===== src/rtl/queue_xfer_ctrl.sv =====
// -----------------------------------------------------------------------------
// queue_xfer_ctrl
//
// Moves words from the deserializer into the 8-entry queue. The deserializer
// side uses a four-phase ready/ack handshake. The queue side receives one-cycle
// enqueue/dequeue strobes, and each strobe is confirmed by watching q_len_in
// move by one. A level-sensitive drain request dequeues one word per tick.
// Queue operations are paced by an internal tick, which is a clock enable and
// not a derived clock.
//
// Optional feature (macro DROP_ON_FULL_EN):
//   defined   - a word that meets a full queue on a tick is dropped and acked,
//               and drop_cnt_out counts it (saturating at 255).
//   undefined - a full queue back-pressures the deserializer (no ack), and
//               drop_cnt_out is tied to 0.
//
// Ports:
//   clock          in   system clock
//   reset          in   asynchronous, active-low reset
//   des_ready_in   in   deserializer word valid (level, held until ack)
//   des_data_in    in   deserializer word [7:0]
//   des_ack_out    out  four-phase ack to the deserializer
//   q_data_out     out  word presented to the queue [7:0]
//   q_enqueue_out  out  one-cycle enqueue strobe (tick cycles only)
//   q_dequeue_out  out  one-cycle dequeue strobe (tick cycles only)
//   q_len_in       in   current queue length [3:0]
//   drain_req_in   in   level: dequeue one word per tick while non-empty
//   full_out       out  registered (q_len_in == DEPTH)
//   err_out        out  sticky confirmation-timeout flag
//   drop_cnt_out   out  saturating count of dropped words [7:0]
// -----------------------------------------------------------------------------
module queue_xfer_ctrl #(
   parameter int DEPTH      = 8,
   parameter int TICK_DIV   = 10,
   parameter int CONFIRM_TO = 4
) (
   input  logic       clock,
   input  logic       reset,
   input  logic       des_ready_in,
   input  logic [7:0] des_data_in,
   output logic       des_ack_out,
   output logic [7:0] q_data_out,
   output logic       q_enqueue_out,
   output logic       q_dequeue_out,
   input  logic [3:0] q_len_in,
   input  logic       drain_req_in,
   output logic       full_out,
   output logic       err_out,
   output logic [7:0] drop_cnt_out
);

   typedef enum logic [2:0] {
      S_IDLE,
      S_LATCH,
      S_WAIT_TICK,
      S_CONFIRM,
      S_ACK_HI,
      S_ACK_LO,
      S_DRAIN_CONF
   } state_t;

   localparam logic [3:0] L_DEPTH     = 4'(DEPTH);
   localparam logic [7:0] L_TICK_LAST = 8'(TICK_DIV - 1);
   localparam logic [7:0] L_TICK_PRE  = 8'(TICK_DIV - 2);
   localparam logic [7:0] L_CONF_TO   = 8'(CONFIRM_TO);

   state_t     r_state;
   logic [7:0] r_tick_cnt;
   logic [7:0] r_to_cnt;
   logic [3:0] r_snap;
   logic [7:0] r_data;
   logic       r_ack;
   logic       r_enq;
   logic       r_deq;
   logic       r_full;
   logic       r_err;

   logic       w_tick;
   logic       w_pre_tick;
   logic       w_q_full;
   logic       w_q_empty;

   // Strobes are registered, so the decision to issue one is taken in the
   // cycle before the tick. The strobe is then high during the tick cycle.
   assign w_tick     = (r_tick_cnt == L_TICK_LAST);
   assign w_pre_tick = (r_tick_cnt == L_TICK_PRE);
   assign w_q_full   = (q_len_in >= L_DEPTH);
   assign w_q_empty  = (q_len_in == 4'd0);

   // NOTE: all clocked state uses non-blocking assignments, so every register
   // in a block samples the pre-edge values of the others.
   always_ff @(posedge clock or negedge reset) begin
      if (!reset) begin
         r_tick_cnt <= 8'd0;
      end else if (w_tick) begin
         r_tick_cnt <= 8'd0;
      end else begin
         r_tick_cnt <= r_tick_cnt + 8'd1;
      end
   end

   always_ff @(posedge clock or negedge reset) begin
      if (!reset) begin
         r_full <= 1'b0;
      end else begin
         r_full <= (q_len_in == L_DEPTH);
      end
   end

`ifdef DROP_ON_FULL_EN
   logic [7:0] r_drop_cnt;
`endif

   always_ff @(posedge clock or negedge reset) begin
      if (!reset) begin
         r_state  <= S_IDLE;
         r_to_cnt <= 8'd0;
         r_snap   <= 4'd0;
         r_data   <= 8'd0;
         r_ack    <= 1'b0;
         r_enq    <= 1'b0;
         r_deq    <= 1'b0;
         r_err    <= 1'b0;
`ifdef DROP_ON_FULL_EN
         r_drop_cnt <= 8'd0;
`endif
      end else begin
         // NOTE: the strobes default low every cycle. A branch that sets one
         // therefore produces exactly one cycle of strobe and never a stuck
         // level.
         r_enq <= 1'b0;
         r_deq <= 1'b0;
         case (r_state)
            S_IDLE: begin
               if (des_ready_in) begin
                  r_state <= S_LATCH;
               end else if (drain_req_in && !w_q_empty && w_pre_tick) begin
                  r_deq    <= 1'b1;
                  r_snap   <= q_len_in;
                  r_to_cnt <= 8'd0;
                  r_state  <= S_DRAIN_CONF;
               end
            end

            S_LATCH: begin
               r_data  <= des_data_in;
               r_snap  <= q_len_in;
               r_state <= S_WAIT_TICK;
            end

            S_WAIT_TICK: begin
               if (w_pre_tick && !w_q_full) begin
                  r_enq    <= 1'b1;
                  r_snap   <= q_len_in;
                  r_to_cnt <= 8'd0;
                  r_state  <= S_CONFIRM;
`ifdef DROP_ON_FULL_EN
               end else if (w_tick && w_q_full) begin
                  if (r_drop_cnt != 8'hFF) begin
                     r_drop_cnt <= r_drop_cnt + 8'd1;
                  end
                  r_ack   <= 1'b1;
                  r_state <= S_ACK_HI;
               end
`else
               end else if (w_pre_tick && drain_req_in) begin
                  // A full queue lets a pending drain take this tick.
                  // Otherwise back-pressure with drain active would deadlock.
                  // IDLE re-latches the word because the deserializer holds
                  // it until ack.
                  r_deq    <= 1'b1;
                  r_snap   <= q_len_in;
                  r_to_cnt <= 8'd0;
                  r_state  <= S_DRAIN_CONF;
               end
`endif
            end

            S_CONFIRM: begin
               if (q_len_in == r_snap + 4'd1) begin
                  r_ack   <= 1'b1;
                  r_state <= S_ACK_HI;
               end else if (w_tick) begin
                  // The issuing tick is counted first, so the timeout fires
                  // CONFIRM_TO full ticks after the strobe.
                  if (r_to_cnt == L_CONF_TO) begin
                     r_err   <= 1'b1;
                     r_ack   <= 1'b1;
                     r_state <= S_ACK_HI;
                  end else begin
                     r_to_cnt <= r_to_cnt + 8'd1;
                  end
               end
            end

            S_ACK_HI: begin
               if (!des_ready_in) begin
                  r_ack   <= 1'b0;
                  r_state <= S_ACK_LO;
               end
            end

            S_ACK_LO: begin
               r_state <= S_IDLE;
            end

            S_DRAIN_CONF: begin
               if (q_len_in == r_snap - 4'd1) begin
                  r_state <= S_IDLE;
               end else if (w_tick) begin
                  if (r_to_cnt == L_CONF_TO) begin
                     r_err   <= 1'b1;
                     r_state <= S_IDLE;
                  end else begin
                     r_to_cnt <= r_to_cnt + 8'd1;
                  end
               end
            end

            default: begin
               r_state <= S_IDLE;
            end
         endcase
      end
   end

   assign des_ack_out   = r_ack;
   assign q_data_out    = r_data;
   assign q_enqueue_out = r_enq;
   assign q_dequeue_out = r_deq;
   assign full_out      = r_full;
   assign err_out       = r_err;
`ifdef DROP_ON_FULL_EN
   assign drop_cnt_out  = r_drop_cnt;
`else
   assign drop_cnt_out  = 8'd0;
`endif

endmodule


===== config.mk =====
export PLATFORM = sky130hd
export DESIGN_NAME = queue_xfer_ctrl
export DESIGN_NICKNAME = d
export VERILOG_FILES = /design/src/rtl/queue_xfer_ctrl.sv
export SDC_FILE = /design/constraint.sdc
export NUM_CORES = 1
export LEC_CHECK = 0
export CAP_MARGIN = 30
export CORE_UTILIZATION = 50
export CTS_BUF_LIST = sky130_fd_sc_hd__clkbuf_16
export CTS_CLUSTER_DIAMETER = 100
export DETAILED_ROUTE_END_ITERATION = 6
export GPL_TIMING_DRIVEN = 0
export PLACE_DENSITY = 0.8
export SLEW_MARGIN = 20
export SYNTH_ARGS = -nofsm -noshare
export SYNTH_HDL_FRONTEND = slang
export SYNTH_SLANG_ARGS = --single-unit

===== constraint.sdc =====
create_clock -name clock -period 2.4 [get_ports clock]
set_input_delay 0.48 -clock clock [delete_from_list [all_inputs] [get_ports clock]]
set_output_delay 0.48 -clock clock [all_outputs]
set_load 0.05 [all_outputs]

Word level (Yosys, flattened, before mapping)
Index checks and enable logic that the tools add are counted.
Widths: inputs -> output; s select.

cells by class
  magnitude comparators = 1
  muxes and demuxes = 44
  eq/ne operators = 22
  reduce and logical (&&, ||, !) cells = 17
  add/sub/neg operators = 4

operators with widths
  operator             count
  $mux 8               9
  $mux 3               11
  $pmux 8 s4           1
  $ne 3x3->1 const B   6
  $pmux 3 s6           1
  $add 8x1->8 const B  2
  $eq 8x4->1 const B   2
  $mux 4               4
  $mux 1               14
  $pmux 4 s3           1
  $ne 2x2->1 const B   5
  $eq 4x4->1           2
  $eq 8x3->1 const B   1
  $reduce_and 4->1     2
  $reduce_and 7->1     1
  $eq 3x2->1 const B   2
  $eq 3x3->1 const B   2
  $pmux 1 s2           3
  $reduce_and 6->1     1
  $add 4x1->4 const B  1
  $eq 4x4->1 const B   1
  $ge 4x4->1 const B   1
  $logic_and 1x1->1    4
  $logic_not 4->1      1
  8 further kinds      10

word-level totals
  output and inout bits = 21
  word-level logic and storage cells = 98
  register bits after elaboration = 36

Longest topological paths before layout
Gate-level depths: netlist (run 1).

  depth in word-level cells = 7
  mapped depth = 8

Least setup slack after synthesis (run 1)
OpenSTA, ideal clock, no wires.

  path kind = input port to flip-flop
  start = in q_len_in[0]
  end = reg r_to_cnt[0]
  data required time = 2.275 ns
  stages on the path = 5
  setup time = 0.125 ns
  arrival time = 2.202 ns
  slack = 0.073 ns
  buffers on the path = 0
  path through = or4_1 > a311o_2 > o221ai_4 > or3_4 > mux2_2

on the way
  longest elaborated chain between the ends = 6
  elaborated cells between the ends (all ways) = 16
  classes of those cells = order compare (1); eq/ne (6); mux (2); reduce/logical (7)

RTL lines
  element                                             RTL line  RTL
  from (decl)                                         45        input logic [3:0] q_len_in,
  branches (longest 6 deep; another with $ge 4x4->1)  n/a
  to (signal assigned)                                191       r_to_cnt <= r_to_cnt + 8'd1;
  to (signal assigned)                                215       r_to_cnt <= r_to_cnt + 8'd1;
  to (decl)                                           69        logic [7:0] r_to_cnt;

Several ways; the timed one is not identified.
A chain may end at the register's enable or synchronous reset.

Worst setup path in the final report (run 1)
  start = in q_len_in[1]
  end = reg r_to_cnt[0]

Same word-level chain as after synthesis.

==> metrics.yaml, run 1 <==
synth:
  synth_edf_count: 0
  synth_fa_ha_area_share_pct: 4.15
  synth_top_family_by_area: "simple AND/OR/NAND/NOR gates"
  synth-simple-area-share_pct: 21.1
  syn_inst: 205
  synth_cell_types: 50
  synth-warning-count: 0
  synth.area.mux_share_pct: 9.36
  yosysSeqAreaShare_pct: 42.7
  yosysTopAreaCell: "dfrtp_1"
  avgSynthCellArea_um2: 10.3
  ys_seq_elements: 36
  synth_xor_area_share_pct: 6.46
  yosys_most_used_dff: "dfrtp_1"
  synth_area_leaders: "dfrtp_1 43%, mux2_2 6.9%, ha_1 4.1%"
  synth_compound_gate_area_share_pct: 10.0
  syn_area_um2: 2110
  async_flop_share_pct: 100
  synthDominantCellAreaShare_pct: 42.7
outcome:
  outcome: "complete, no violations"
sta:
  timing.fmax_mhz: 426
  finalSetupViolCount: 0
  worst_pin_slew_ns: 0.509
  slew_violations: 0
  final_hold_viol_count: 0
  fin_crit_sh_pct: 97.8
  tns_ns: 0
  slew_headroom_pct: 65.6
  fin_skew_ns: 0.00655
  min_period_ns: 2.35
floorplanning:
  fp.dieW_um: 67.0
  dieArea_um2: 4490
  die_height_um: 67.0
  initial_core_util_pct: 52.4
  fp-row-count: 23
  coreArea_um2: 4030
  io_pins: 37
clock_tree:
  cts_root_buf: "clkbuf_16"
  cts_tree: "yes"
  cts-buffers-inserted: 5
  hold_buffers: 0
  clk_pin_slew_worst_paths_ns: 0.06
  cts_max_level: 2
  clock_sinks: 36
  clk_latency_ns: 0.28
  cts_buffer_depth: 2
worst_setup_path:
  critPathMaxStageDelay_ns: 0.53
  path_cells: "dlygate4sd2_1 -> or4_4 -> a311o_2 -> o221ai_4 -> or3_4 -> mux2_2"
  r2r_cells: 7
  worstSetupStartpointType: "input port"
  rr_endpoint: "r_to_cnt[5]"
  path_class: "in2reg"
  cp-end-kind: "flop"
  worstPathMaxFanout: 4
  critPathArrivalTime_ns: 2.51
  r2r-start: "r_tick_cnt[2]"
  timing.critical_path.buf_inv: 1
  worstPathRequired_ns: 2.56
  reg2reg_slack_ns: 0.11
  cpMaxStageDelayCell: "or4_4"
  critical-path-top-delay-family: "simple AND/OR/NAND/NOR gates"
finish:
  nFillCells: 308
  diodes: 0
  drive_gt1_share_pct: 22.2
  seqCellArea_um2: 902
  multi_input_area_um2: 1190
  area_delta_synth_final_pct: 32.1
  final_cell_mix: "35 x dfrtp_1, 23 x clkdlybuf4s50_1, 18 x buf_4"
  final_common_cell: "dfrtp_1"
  fin_nets: 279
global_route:
  grt_pass1_wl_um: 6880
  grt_usage_pct: 20.9
  grt-ovfl-total: 0
  antenna_found_initial: 0
  grt_max_degree: 22
  grt_pass1_vias: 1479
placed_design:
  place.gp.congestion: 0.894
  dp_hpwl_um: 2980
  io_buffers: 28
drt:
  drt-wirelength-per-cell_um: 14.1
  first_pass_iters: 4
  viasPerCell: 5.35
  vias: 1641
  drcViolationCount: 0
  antenna_left: 0
  first_iter_violations: 82
  wl_um: 4320
flow_run:
  drv_cap: 0
power:
  p_leak_nw: 1.22
  power_w: 0.00344
  peakVddDrop_v: 0.000476
  power_density_nw_per_um2: 1230
hold_path:
  hp-class: "in2async"
-- logic make-up after synthesis --
kind of cell,count (synthesis)
buffers and inverters,23
flip-flops,36
other,1
XOR/XNOR,14
AO/OA/AOI/OAI,26
multiplexers,18
adder cells (fa/ha/maj),7
AND/OR/NAND/NOR,80
-- layer usage --
layer / global-route usage, % / share of wire [%]
met5: 0 / 0
met4: 7.45 / 2.1
met3: 6.51 / 4.6
met2: 32.8 / 48
met1: 26.9 / 45
-- cells in the mapped netlist, drive strengths merged, types with 2 or more instances --
master	count
a21o	2
a21oi	2
a31oi	2
and2	3
and3	5
buf	10
clkbuf	5
dfrtp	36
ha	7
inv	8
mux2	14
mux2i	4
nand2	12
nand2b	8
nand3	8
nand3b	4
nand4	3
nor2	18
nor2b	4
nor3	2
nor4	4
nor4b	4
o21ai	5
o221ai	3
or3	2
xnor2	8
xor2	5
-- where the power goes --
| group | switching [W] | internal (W) | total (W) |
|---|---|---|---|
| Sequential | 0.000131 | 0.000778 | 0.000909 |
| Combinational | 0.00110 | 0.000800 | 0.00190 |
| Clock | 0.000255 | 0.000382 | 0.000638 |
| Total | 0.00149 | 0.00196 | 0.00344 |
-- flip-flops by register name (all words and copies together) (netlist names) --
| register | cells |
|---|---|
| q_enqueue_out | 1 |
| r_snap | 4 |
| q_dequeue_out | 1 |
| r_to_cnt | 8 |
| r_state | 3 |
| q_data_out | 8 |
| r_tick_cnt | 8 |
| err_out | 1 |
| full_out | 1 |
| des_ack_out | 1 |
-- cell type report --
cell class,count,share of cell area (%)
multi-input combinational,153,42.7
sequential,36,32.3
timing repair buffer,38,13.1
clock buffer,5,4.48
buffer,14,3.36
tap,50,2.24
inverter,8,1.08
clock inverter,3,0.673
-- worst max-delay path by stage --
stage,to,cells after the start,slack (ns),start
after floorplan,r_to_cnt[0],5,0.07,q_len_in[0]
after global placement,r_to_cnt[0],6,-0.56,q_len_in[0]
after detailed placement,r_to_cnt[0],6,-0.57,q_len_in[1]
after CTS,r_to_cnt[5],7,0.008,r_tick_cnt[4]
after global routing,r_to_cnt[4],9,-0.03,r_tick_cnt[2]
final,r_to_cnt[0],6,0.05,q_len_in[1]
-- timing repair --
action,CTS,global route
gates resized for setup,6,13
pin swaps,3,2
setup buffers,5,4
endpoints found under the setup margin,12,11
-- metrics by stage --
| stage | std cells | hold WS [ns] | area, um2 | util, % | setup WS [ns] |
|---|---|---|---|---|---|
| after global routing | 307 | 0.151 | 2790 | 69.3 | -0.0301 |
| after detailed placement | 291 | 0.439 | 2500 | 62.1 | -0.573 |
| final | 307 | 0.125 | 2790 | 69.3 | 0.0530 |
| after floorplan | 212 | 0.184 | 2140 | - | 0.0729 |
| after global placement | 290 | 0.465 | 2480 | 61.6 | -0.558 |
| after CTS | 304 | 0.136 | 2680 | 66.6 | 0.00844 |
Power figures use the tool's default switching activity.
==> run 2, diff against run 1 <==
--- a/config.mk
+++ b/config.mk
@@ -8,2 +8,3 @@
 export CAP_MARGIN = 30
+export CORE_MARGIN = 3
 export CORE_UTILIZATION = 50
==> constraint.sdc (replaced) <==
create_clock -name clock -period 2.4 [get_ports clock]
set_input_delay 0.36 -clock clock [delete_from_list [all_inputs] [get_ports clock]]
set_output_delay 0.36 -clock clock [all_outputs]
set_load 0.05 [all_outputs]
==> metrics.yaml, run 2 (synthesized netlist as in run 1, its figures left out) <==
outcome:
  outcome: "finished with violations"
  violations: "hold timing"
global_route:
  grt_pass1_vias: 1638
  grt_usage_pct: 19.4
  antenna_found_initial: 0
  grt-ovfl-total: 0
  grt_pass1_wl_um: 7740
  grt_max_degree: 22
drt:
  antenna_left: 0
  wl_um: 4680
  drcViolationCount: 0
  first_pass_iters: 4
  first_iter_violations: 135
  drt-wirelength-per-cell_um: 15.4
  viasPerCell: 5.48
  vias: 1660
placed_design:
  place_area_um2: 2500
  dp_slack_ns: -0.456
  io_buffers: 28
  place.gp.congestion: 0.909
  dp_hpwl_um: 3250
worst_setup_path:
  path_class: "reg2reg"
  timing.critical_path.buf_inv: 1
  path_cells: "nor4b_2 -> and3_1 -> buf_4 -> a311o_2 -> o221ai_4 -> or3_4 -> a221o_1"
  worstSetupStartpointType: "flop"
  critPathArrivalTime_ns: 2.49
  worstPathRequired_ns: 2.57
  critical-path-top-delay-family: "simple AND/OR/NAND/NOR gates"
  worstPathMaxFanout: 6
  critPathMaxStageDelay_ns: 0.43
  cp-end-kind: "flop"
  cpMaxStageDelayCell: "dfrtp_1"
  r2r-start: "r_tick_cnt[2]"
  crit_start: "r_tick_cnt[2]"
sta:
  slew_violations: 0
  timing.fmax_mhz: 431
  hold_slack_ns: -0.00106
  finalSetupViolCount: 0
  slew_headroom_pct: 63.7
  min_period_ns: 2.32
  fin_crit_sh_pct: 96.7
  final_hold_viol_count: 5
  fin_skew_ns: 0.00599
  setup_slack_ns: 0.0786
  worst_pin_slew_ns: 0.536
clock_tree:
  cts-buffers-inserted: 5
  cts_max_level: 2
  cts_tree: "yes"
  clk_pin_slew_worst_paths_ns: 0.06
  clk_latency_ns: 0.29
  hold_buffers: 0
  clock_sinks: 36
  cts_root_buf: "clkbuf_16"
  cts_buffer_depth: 2
finish:
  area_delta_synth_final_pct: 31.3
  seqCellArea_um2: 901
  nFillCells: 286
  final_cell_mix: "36 x dfrtp_1, 23 x clkdlybuf4s50_1, 18 x nor2_1"
  multi_input_area_um2: 1180
  finalInstanceArea_um2: 2770
  final_common_cell: "dfrtp_1"
  fin_nets: 277
  diodes: 0
  drive_gt1_share_pct: 21.6
power:
  p_leak_nw: 1.23
  p_int_w: 0.00195
  p_sw_share_pct: 43.3
  power_switching_w: 0.00149
  power_density_nw_per_um2: 1240
  peakVddDrop_v: 0.000506
  power.share.combinational_pct: 54.6
  power_frac_seq_pct: 26.6
  clockPowerShare_pct: 18.8
floorplanning:
  initial_core_util_pct: 54.8
  die_height_um: 71.0
  dieArea_um2: 5040
  io_pins: 37
  fp-row-count: 22
  fp.dieW_um: 71.0
  coreArea_um2: 3850
hold_path:
  hp-class: "in2async"
flow_run:
  drv_cap: 0
[run 2: repair_timing]
item,CTS,global route
setup buffers,4,3
pin swaps,3,4
resized for setup,3,13
setup endpoints to repair,3,12
[run 2: metrics by stage]
| stage | hold slack, ns | std cells | power, W | TNS, ns | utilization, % |
|---|---|---|---|---|---|
| floorplan | 0.0644 | 212 | 0.00215 | 0 | - |
| global placement | 0.462 | 288 | 0.00254 | -3.28 | 64.3 |
| detailed placement | 0.315 | 289 | 0.00258 | -3.38 | 64.9 |
| CTS | 0.0150 | 301 | 0.00331 | -0.0180 | 69.6 |
| global route | 0.0272 | 303 | 0.00362 | -0.0197 | 72.0 |
| finish | -0.00106 | 303 | 0.00343 | 0 | 72.0 |
[run 2: power groups by stage]
stage	Sequential [W]	Clock (W)	Combinational, W
after global placement	0.000904	0	0.00163
after global routing	0.000937	0.000684	0.00200
after CTS	0.000913	0.000647	0.00175
final	0.000915	0.000645	0.00187
after floorplan	0.00120	0	0.000952
after detailed placement	0.000919	0	0.00166
[run 2: area by class of cell]
| cell class | instances | share of cell area (%) |
|---|---|---|
| Multi-Input combinational cell | 153 | 42.7 |
| Sequential cell | 36 | 32.5 |
| Timing Repair Buffer | 36 | 13.0 |
| Clock buffer | 5 | 4.51 |
| Buffer | 14 | 3.38 |
| Tap cell | 48 | 2.17 |
| Inverter | 8 | 1.08 |
| Clock inverter | 3 | 0.677 |
[run 2: metal layers]
layer / share of wire (%) / GRT usage [%] / wire length [um] / up-vias
li1: - / - / - / 808
met1: 43 / 24.9 / 2010 / 796
met2: 50 / 32.1 / 2350 / 44
met3: 5.0 / 3.84 / 232 / 12
met4: 1.9 / 7.31 / 87 / 0
met5: 0 / 0 / 0 / -
[run 2: worst paths after layout]
kind | to | slack, ns | depth (start not counted)
min reg2reg | r_tick_cnt[7] | 0.47 | 1
max reg2reg | r_to_cnt[5] | 0.08 | 7
max in group asynchronous | r_tick_cnt[6] | 1.96 | 2
max | r_to_cnt[5] | 0.08 | 7
min | err_out | -0.001 | 1
min in group clock | full_out | 0.39 | 2
[run 2: worst register-to-register path: stages, from the launching register on]
cell,delay (ns)
dfrtp_1,0.43
nor4b_2,0.30
and3_1,0.18
buf_4,0.16
a311o_2,0.25
o221ai_4,0.13
or3_4,0.41
a221o_1,0.35
==> run 3, diff against run 2 <==
Clock period 2.4 ns to 2.55 ns, I/O delays scaled along.
==> metrics.yaml, run 3 (synthesized netlist as in run 1, its figures left out) <==
sta:
  slew_headroom_pct: 64.9
  min_period_ns: 2.48
  fin_crit_sh_pct: 97.4
  finalSetupViolCount: 0
  rsz0062_at_grt: "false"
  final_hold_viol_count: 0
  tns_ns: 0
  slew_violations: 0
  timing.fmax_mhz: 403
  worst_pin_slew_ns: 0.519
  setup_slack_ns: 0.0661
  fin_skew_ns: 0.00564
finish:
  layoutNonFillerInstCount: 299
  fin_nets: 273
  diodes: 0
  final_core_util_pct: 69.7
  final_common_cell: "dfrtp_1"
  drive_gt1_share_pct: 18.3
  nFillCells: 296
  final_cell_mix: "36 x dfrtp_1, 26 x clkdlybuf4s50_1, 18 x nor2_1"
  area_delta_synth_final_pct: 27.2
placed_design:
  io_buffers: 28
  place.gp.congestion: 0.909
  dp_slack_ns: -0.328
  dp.cells: 289
  dp_hpwl_um: 3250
floorplanning:
  dieArea_um2: 5040
  fp.dieW_um: 71.0
  die_height_um: 71.0
  initial_core_util_pct: 54.8
  coreArea_um2: 3850
  fp-row-count: 22
  io_pins: 37
flow_run:
  drv_cap: 0
worst_setup_path:
  worstPathRequired_ns: 2.72
  critPathMaxStageDelay_ns: 0.60
  worstSetupStartpointType: "input port"
  cpMaxStageDelayCell: "or4_1"
  critPathArrivalTime_ns: 2.65
  cp-end-kind: "flop"
  path_class: "in2reg"
  path_cells: "clkdlybuf4s50_1 -> or4_1 -> a311o_2 -> o221ai_4 -> or3_4 -> mux2_2"
  worstPathMaxFanout: 4
power:
  p_leak_nw: 1.19
  p_sw_share_pct: 42.8
  power_switching_w: 0.00133
  peakVddDrop_v: 0.000471
  power.share.combinational_pct: 52.9
  power_frac_seq_pct: 27.7
  p_int_w: 0.00178
  clockPowerShare_pct: 19.4
  power_density_nw_per_um2: 1160
  power_w: 0.00312
clock_tree:
  clk_latency_ns: 0.29
  cts_buffer_depth: 2
  cts_root_buf: "clkbuf_16"
  cts_tree: "yes"
  cts-buffers-inserted: 5
  hold_buffers: 0
  clk_pin_slew_worst_paths_ns: 0.06
  clock_sinks: 36
  cts_max_level: 2
hold_path:
  hp-class: "in2async"
drt:
  drcViolationCount: 0
  first_pass_iters: 4
  wl_um: 4460
  vias: 1631
  first_iter_violations: 146
  antenna_left: 0
  drt-wirelength-per-cell_um: 14.9
  viasPerCell: 5.45
global_route:
  grt_pass1_vias: 1639
  grt_usage_pct: 19.4
  grt_max_degree: 22
  grt_pass1_wl_um: 7750
  grt-ovfl-total: 0
  antenna_found_initial: 0
outcome:
  outcome: "complete, no violations"
==> run 3: changes by cell type in the layout (fill, tap and decap cells not counted), moves of 2 or more <==
cell / before / now
clkdlybuf4s50_1: 23 / 26
nor4_1: 1 / 4
buf_4: 16 / 12
dlymetal6s2s_1: 3 / 1
nor4_2: 2 / 0
==> run 3: per-stage QoR <==
| stage | hold slack [ns] | area, um2 |
|---|---|---|
| final | 0.0202 | 2690 |
| after CTS | 0.0375 | 2670 |
| after detailed placement | 0.337 | 2500 |
| after global placement | 0.462 | 2480 |
| after global routing | 0.0530 | 2690 |
| after floorplan | 0.0869 | 2140 |
==> run 3: final cells by class <==
class / count / area (um2) / area share, %
plain buffers: 14 / 93.8 / 3.49
clock buffers: 5 / 125 / 4.66
clock inverters: 3 / 18.8 / 0.699
inverters: 8 / 30.0 / 1.12
multi-input cells: 153 / 1130 / 42.1
flip-flops and latches: 36 / 901 / 33.5
well taps: 48 / 60.1 / 2.24
repair buffers: 32 / 328 / 12.2
==> run 3: worst max-delay path, delay by kind of cell <==
| kind | cells | cell delay (ns) |
|---|---|---|
| AND/OR/NAND/NOR | 2 | 0.79 |
| AO/OA/AOI/OAI | 2 | 0.68 |
| multiplexers | 1 | 0.33 |
| buffers and inverters | 1 | 0.48 |
==> run 3: power groups by stage <==
stage | registers, W | logic (W) | clock network (W)
2_1_floorplan | 0.00113 | 0.000896 | 0
3_3_place_gp | 0.000851 | 0.00154 | 0
3_5_place_dp | 0.000865 | 0.00157 | 0
4_1_cts | 0.000857 | 0.00163 | 0.000609
5_1_grt | 0.000882 | 0.00177 | 0.000639
6_report | 0.000862 | 0.00165 | 0.000605
==> run 3: path summary, 6_finish.rpt <==
path | slack [ns] | cells after the start | to | start
worst max register to register | 0.17 | 8 | r_to_cnt[5] | r_snap[0]
max in group asynchronous | 2.09 | 2 | r_tick_cnt[6] | reset
worst min-delay path | 0.02 | 1 | err_out | reset
worst min register to register | 0.47 | 1 | r_tick_cnt[7] | r_tick_cnt[7]
worst max-delay path | 0.07 | 6 | r_to_cnt[0] | q_len_in[0]
min in group clock | 0.47 | 1 | r_tick_cnt[7] | r_tick_cnt[7]
==> run 3: layer usage <==
layer,share of wire (%),up-vias,GRT usage [%]
li1,-,803,-
met1,43,779,25.0
met2,50,42,32.0
met3,5.0,7,3.84
met4,1.6,0,7.31
met5,0,-,0
==> run 3: timing repair <==
item                                    4_1_cts  5_1_grt
resized for setup                             0        5
hold endpoints to repair                      0        0
pin swaps                                     1        1
buffers inserted                              3        0
endpoints found under the setup margin        2       11
